<file path="config.mk">
export PLATFORM = sky130hd
export DESIGN_NAME = clk_ena_monitor
export DESIGN_NICKNAME = d
export VERILOG_FILES = /design/src/rtl/clk_ena_monitor.sv
export SDC_FILE = /design/constraint.sdc
export NUM_CORES = 1
export LEC_CHECK = 0
export BUFFER_PORTS_ARGS = -buffer_cell sky130_fd_sc_hd__buf_4
export CAP_MARGIN = 20
export CORE_MARGIN = 2
export CORE_UTILIZATION = 35
export CTS_CLUSTER_DIAMETER = 80
export DETAILED_ROUTE_END_ITERATION = 8
export GPL_TIMING_DRIVEN = 1
export PLACE_DENSITY = 0.54
export SYNTH_ARGS = -nofsm -noshare
export SYNTH_HDL_FRONTEND = slang
export SYNTH_SLANG_ARGS = --single-unit
</file>
<file path="constraint.sdc">
create_clock -name sys_clk -period 2.9 [get_ports sys_clk]
set_input_delay 0.725 -clock sys_clk [delete_from_list [all_inputs] [get_ports sys_clk]]
set_output_delay 0.725 -clock sys_clk [all_outputs]
set_load 0.01 [all_outputs]
</file>
<file path="src/rtl/clk_ena_monitor.sv">
// Receive-side checker for the sys_clk enable bundle: tracks a 16-phase reference,
// locks onto sym_clk_ena and counts cadence errors. Optional macro: CLK_MON_PHASE_CHECK_EN.
//   state     | meaning
//   S_SEARCH  | waiting for sym_clk_ena, reference held at 0, no checks
//   S_ACQUIRE | counting clean periods; any error restarts the search
//   S_LOCKED  | locked; drops after LOSS_COUNT consecutive errored periods
module clk_ena_monitor #(
  parameter int LOCK_COUNT = 4,
  parameter int LOSS_COUNT = 2,
  parameter int ERR_W      = 8
) (
  input  logic             sys_clk,
  input  logic             reset,
  input  logic             clock_12_5_ena,
  input  logic             sam_clk_ena,
  input  logic             sym_clk_ena,
  input  logic [3:0]       clk_phase,
  input  logic             err_clr,
  output logic             locked,
  output logic             err_pulse,
  output logic [ERR_W-1:0] err_count,
  output logic [3:0]       exp_phase
);

  localparam logic [3:0] LOCK_N = 4'(LOCK_COUNT);
  localparam logic [3:0] LOSS_N = 4'(LOSS_COUNT);

  typedef enum logic [1:0] {S_SEARCH, S_ACQUIRE, S_LOCKED} state_t;

  state_t           state_q, state_d;
  logic [3:0]       phase_q, phase_d;
  logic [3:0]       good_q, good_d;
  logic [3:0]       bad_q, bad_d;
  logic             per_err_q, per_err_d;
  logic             locked_q, pulse_q;
  logic [ERR_W-1:0] cnt_q, cnt_d;
  logic             phase_bad, cyc_err, period_end;

`ifdef CLK_MON_PHASE_CHECK_EN
  assign phase_bad = (clk_phase != phase_q);
`else
  logic unused_clk_phase;
  assign unused_clk_phase = ^clk_phase;
  assign phase_bad = 1'b0;
`endif

  assign period_end = (phase_q == 4'd15);

  always_comb begin
    cyc_err   = 1'b0;
    state_d   = state_q;
    phase_d   = phase_q;
    good_d    = good_q;
    bad_d     = bad_q;
    per_err_d = per_err_q;
    if (state_q != S_SEARCH) begin
      cyc_err = (clock_12_5_ena != phase_q[0])
              | (sam_clk_ena != (phase_q[1:0] == 2'd3))
              | (sym_clk_ena != period_end)
              | phase_bad;
    end
    case (state_q)
      S_SEARCH: begin
        phase_d   = 4'd0;
        per_err_d = 1'b0;
        if (sym_clk_ena) begin
          state_d = S_ACQUIRE;
          good_d  = 4'd0;
        end
      end
      S_ACQUIRE: begin
        phase_d   = phase_q + 4'd1;
        per_err_d = 1'b0;
        if (cyc_err) begin
          state_d = S_SEARCH;
          phase_d = 4'd0;
        end else if (period_end) begin
          good_d = good_q + 4'd1;
          if (good_d == LOCK_N) begin
            state_d = S_LOCKED;
            bad_d   = 4'd0;
          end
        end
      end
      S_LOCKED: begin
        phase_d   = phase_q + 4'd1;
        per_err_d = per_err_q | cyc_err;
        // Lock only reacts at period boundaries, never to a single error.
        if (period_end) begin
          per_err_d = 1'b0;
          if (per_err_q | cyc_err) begin
            bad_d = bad_q + 4'd1;
            if (bad_d == LOSS_N) begin
              state_d = S_SEARCH;
              phase_d = 4'd0;
            end
          end else begin
            bad_d = 4'd0;
          end
        end
      end
      default: begin
        state_d = S_SEARCH;
        phase_d = 4'd0;
      end
    endcase

    cnt_d = cnt_q;
    if (err_clr)
      cnt_d = '0;
    else if (cyc_err && (cnt_q != '1))
      cnt_d = cnt_q + ERR_W'(1);
  end

  always_ff @(posedge sys_clk or posedge reset) begin
    if (reset) begin
      state_q   <= S_SEARCH;
      phase_q   <= 4'd0;
      good_q    <= 4'd0;
      bad_q     <= 4'd0;
      per_err_q <= 1'b0;
      locked_q  <= 1'b0;
      pulse_q   <= 1'b0;
      cnt_q     <= '0;
    end else begin
      state_q   <= state_d;
      phase_q   <= phase_d;
      good_q    <= good_d;
      bad_q     <= bad_d;
      per_err_q <= per_err_d;
      locked_q  <= (state_d == S_LOCKED);
      pulse_q   <= cyc_err;
      cnt_q     <= cnt_d;
    end
  end

  assign locked    = locked_q;
  assign err_pulse = pulse_q;
  assign err_count = cnt_q;
  assign exp_phase = phase_q;

endmodule

</file>
[Yosys cells after proc, flatten, opt, wreduce, memory -nomap -nowiden]
Index checks and enable logic that the tools add are counted.
W data, S select, Z words.
Cells by class
  add/sub/neg operators: 4
  equal/unequal tests: 16
  multiplexer cells: 28
  bitwise gates (word level): 3
  reduce and logical (&&, ||, !) cells: 10
Operator list (count)
  $mux W4: 12
  $pmux W4 S2: 3
  $mux W8: 2
  $mux W2: 7
  $add A4 B1 Y4 const B: 3
  $ne A2 B2 Y1 const B: 5
  $reduce_bool A2 Y1: 5
  $add A8 B1 Y8 const B: 1
  $ne A8 B8 Y1 const B: 1
  $eq A2 B2 Y1 const B: 3
  $pmux W2 S3: 1
  $reduce_and A5 Y1: 1
  $eq A4 B2 Y1 const B: 1
  $eq A4 B3 Y1 const B: 1
  $eq A4 B4 Y1 const B: 1
  $reduce_and A4 Y1: 1
  $ne A1 B1 Y1: 3
  $or A1 B1 Y1: 3
  $eq A2 B1 Y1 const B: 1
  $logic_not A2 Y1: 1
  $mux W1: 2
  $pmux W1 S2: 1
  $reduce_or A2 Y1: 1
  $logic_and A1 B1 Y1: 1
Word-level totals
  register bits after elaboration: 25
  output and inout bits: 14

[Logic depth before layout (Yosys ltp)]
  depth in word-level cells: 10
  gate-level depth with buffers: 8

[Worst setup path before layout]
OpenSTA, ideal clock, no wires.
  path kind: reg-to-reg
  start point: register phase_q[0] (netlist: exp_phase[0])
  end point: register cnt_q[5] (netlist: err_count[5])
  library setup time: 0.128 ns
  arrival: 2.082 ns
  data required time: 2.772 ns
  path slack: 0.690 ns
  cell stages (with the launch flop): 8
  path buffers: 1
  period minus slack after synthesis: 2.210 ns
  cells stage by stage: dfrtp_1 > ha_1 > buf_4 > xor2_1 > a211oi_4 > or2_4 > nor4_1 > mux2_1
Between the ends
  word-level cells in the longest chain between the ends: 7
Ends and longest elaborated chain
  start, declared: RTL line 31  | logic [3:0] phase_q, phase_d;
  start signal, assigned: RTL line 127  | phase_q <= phase_d;
  $eq A2 B2 Y1: RTL line 58  | | (sam_clk_ena != (phase_q[1:0] == 2'd3))
  $ne A1 B1 Y1: RTL line 58
  $or A1 B1 Y1: RTL line 58
  $or A1 B1 Y1 *: RTL line 59  | | (sym_clk_ena != period_end)
  $mux W1 *: RTL line 56  | if (state_q != S_SEARCH) begin
  $logic_and A1 B1 Y1 *: RTL line 111  | else if (cyc_err && (cnt_q != '1))
  $reduce_bool A2 Y1 (no source line) *
  end signal, assigned: RTL line 133  | cnt_q <= cnt_d;
  end, declared: RTL line 36  | logic [ERR_W-1:0] cnt_q, cnt_d;
Mark *: on every way between the ends. The rest lies on a longest branch, timed or not.
A chain may end at the register's enable or synchronous reset.

[Worst setup path after layout]
Ends and elaborated chain as after synthesis.

==> out/metrics.yaml <==
post-route-period-util: 0.836
routabilityCongestion: 0.816
finalPower_uw: 934
filler_cell_count: 449
stdcell_count: 231
path_clk_slew_ns: 0.08
dp.cells: 227
yosysWarnings: 0
ys.flop_type: "dfrtp_1"
crit_type: "register to register"
relSlewSlack: 0.631
cts_tree: "yes"
arrival_ns: 2.58
grt-ovfl-total: 0
crit_chain: "ha_1 > xor2_1 > a211oi_4 > or2_4 > nor4_1 > mux2_1"
vdd_drop_max_mv: 0.281
syn_area_um2: 1530
crit_path_max_fanout: 8
seqCellArea_um2: 626
rr_worst_depth: 6
synth_cell_types: 43
status: "finished clean"
boundaryPins: 24
hold_path_class: "primary input to asynchronous set/reset pin"
path_buf_inv: 0
drt_iter0_drc: 57
rows: 24
dpl_cell_area_um2: 1730
post_cts_resized: 0
area_growth_pct: 15.8
cts.path.max_buffers: 2
antenna_cells: 0
grt_max_degree: 26
hpwlAfterDp_mm: 2.41
fin_area_um2: 1780
worst_slew_pin_slew_ns: 0.554
vias: 1218
cp-start-kind: "register"
cp_top_family: "simple AND/OR/NAND/NOR gates"
h-tree-depth: 1
start_util: 0.357
setup_viol: 0
multi_input_area_um2: 855
pre_cts_ws_ns: 0.481
io_buffers: 19
yosys_register_bits: 25
fin_nets: 200
drtPass1Iterations: 4
drcViolationCount: 0
cts_buffers: 3
fin_crit_ns: 2.42
setup_slack_ns: 0.475
cp.required_ns: 3.05
core_um2: 4290
ctsHoldBuffers: 0
clkLatencyLatePin_ns: 0.26
fp.dieH_um: 70.2
post_drt_wl_per_cell_um: 13.4
die_width_um: 70.2
wl_mm: 3.10
drtAntennaViolNets: 0
tns_ns: 0
cts_root_buffer: "clkbuf_8"
clock_sinks: 25
antenna_found_initial: 0
power.density_nw_per_um2: 526
ys_seq_area_frac: 0.408
fmax_mhz: 412
async_flop_share: 1.00
synth_edf_count: 0
slowest_stage: "dfrtp_1"
synth_fp_nets: 179
endpoint_kind: "register"
syn_area_per_cell_um2: 9.64
hold_viol_final: 0
synth_cells: 159
rsz0062_at_grt: "no"
final_common_cell: "dfrtp_1"
leakage_uw: 0.000791
maxSlewViolCount: 0
final_cell_mix: "dfrtp_1, buf_4, nor2_1, xnor2_1, nand3_1"
fin_skew_ns: 0.000912
max_stage_delay_ns: 0.46
grt_pass1_wl_mm: 5.45
vias_per_cell: 5.27
groute.usage.overall: 0.136
grt_pass1_vias: 1241
drive_gt1_frac: 0.179
cp.depth: 6
maxCapViolations: 0
die-area_um2: 4920
cts_setup_buffers: 0
## tightest hold or removal path: cells and delay by family
family | cells | cell delay (ns)
buffers and inverters | 3 | 0.44
## power by group
group,switching [uW],internal (uW)
combinational,188,130
clock,106,95.9
sequential,36.7,377
## through the flow
stage                     utilization  hold WS, ns
after floorplan                     -        0.485
after global placement          0.403        0.516
after detailed placement        0.403        0.525
after CTS                       0.413        0.515
after global routing            0.413        0.542
final                           0.413        0.507
## path summary, 6_finish.rpt
check / start / to / slack [ns]
setup / recovery: exp_phase[0] / err_count[5] / 0.48
hold / removal: reset / err_count[4] / 0.51
setup reg to reg: exp_phase[0] / err_count[5] / 0.48
hold reg to reg: good_q[0] / good_q[0] / 0.54
max in group asynchronous: reset / good_q[2] / 2.15
min in group sys_clk: good_q[0] / good_q[0] / 0.54
## kinds of logic after synthesis
family / share of synthesized area
flip-flops: 0.408
AO/OA/AOI/OAI: 0.146
multiplexers: 0.0204
adder cells (fa/ha/maj): 0.0816
AND/OR/NAND/NOR: 0.218
XOR/XNOR: 0.0914
buffers and inverters: 0.0343
## cell usage after synthesis, drive strengths merged, types with 2 or more instances
cell | count | area, um^2
a21oi | 4 | 20.0
and2 | 2 | 12.5
buf | 2 | 11.3
clkbuf | 2 | 7.51
dfrtp | 25 | 626
ha | 10 | 125
inv | 9 | 33.8
mux2i | 2 | 20.0
nand2 | 10 | 37.5
nand3 | 11 | 55.1
nand4 | 2 | 27.5
nor2 | 16 | 60.1
nor2b | 3 | 18.8
nor3 | 6 | 30.0
nor3b | 2 | 15.0
nor4 | 5 | 37.5
o21ai | 9 | 45.0
o22ai | 3 | 18.8
o31ai | 2 | 15.0
xnor2 | 13 | 114
xor2 | 3 | 26.3
## routing by layer
layer,track usage,part of all wire
met1,0.168,0.44
met2,0.238,0.51
met3,0.0202,0.031
met4,0.0534,0.018
met5,0,0
## registers in the layout, summed over array words and instances, names as in the netlist
register   cells
err_count      8
bad_q          4
exp_phase      4
good_q         4
state_q        2
err_pulse      1
locked         1
per_err_q      1
## cell type report
type,instances,area share
Clock inverter,1,0.00282
Inverter,9,0.0190
Timing Repair Buffer,20,0.0846
Sequential cell,25,0.352
Multi-Input combinational cell,121,0.481
Tap cell,52,0.0366
Clock buffer,3,0.0233
(Power assumes the default switching activity.)
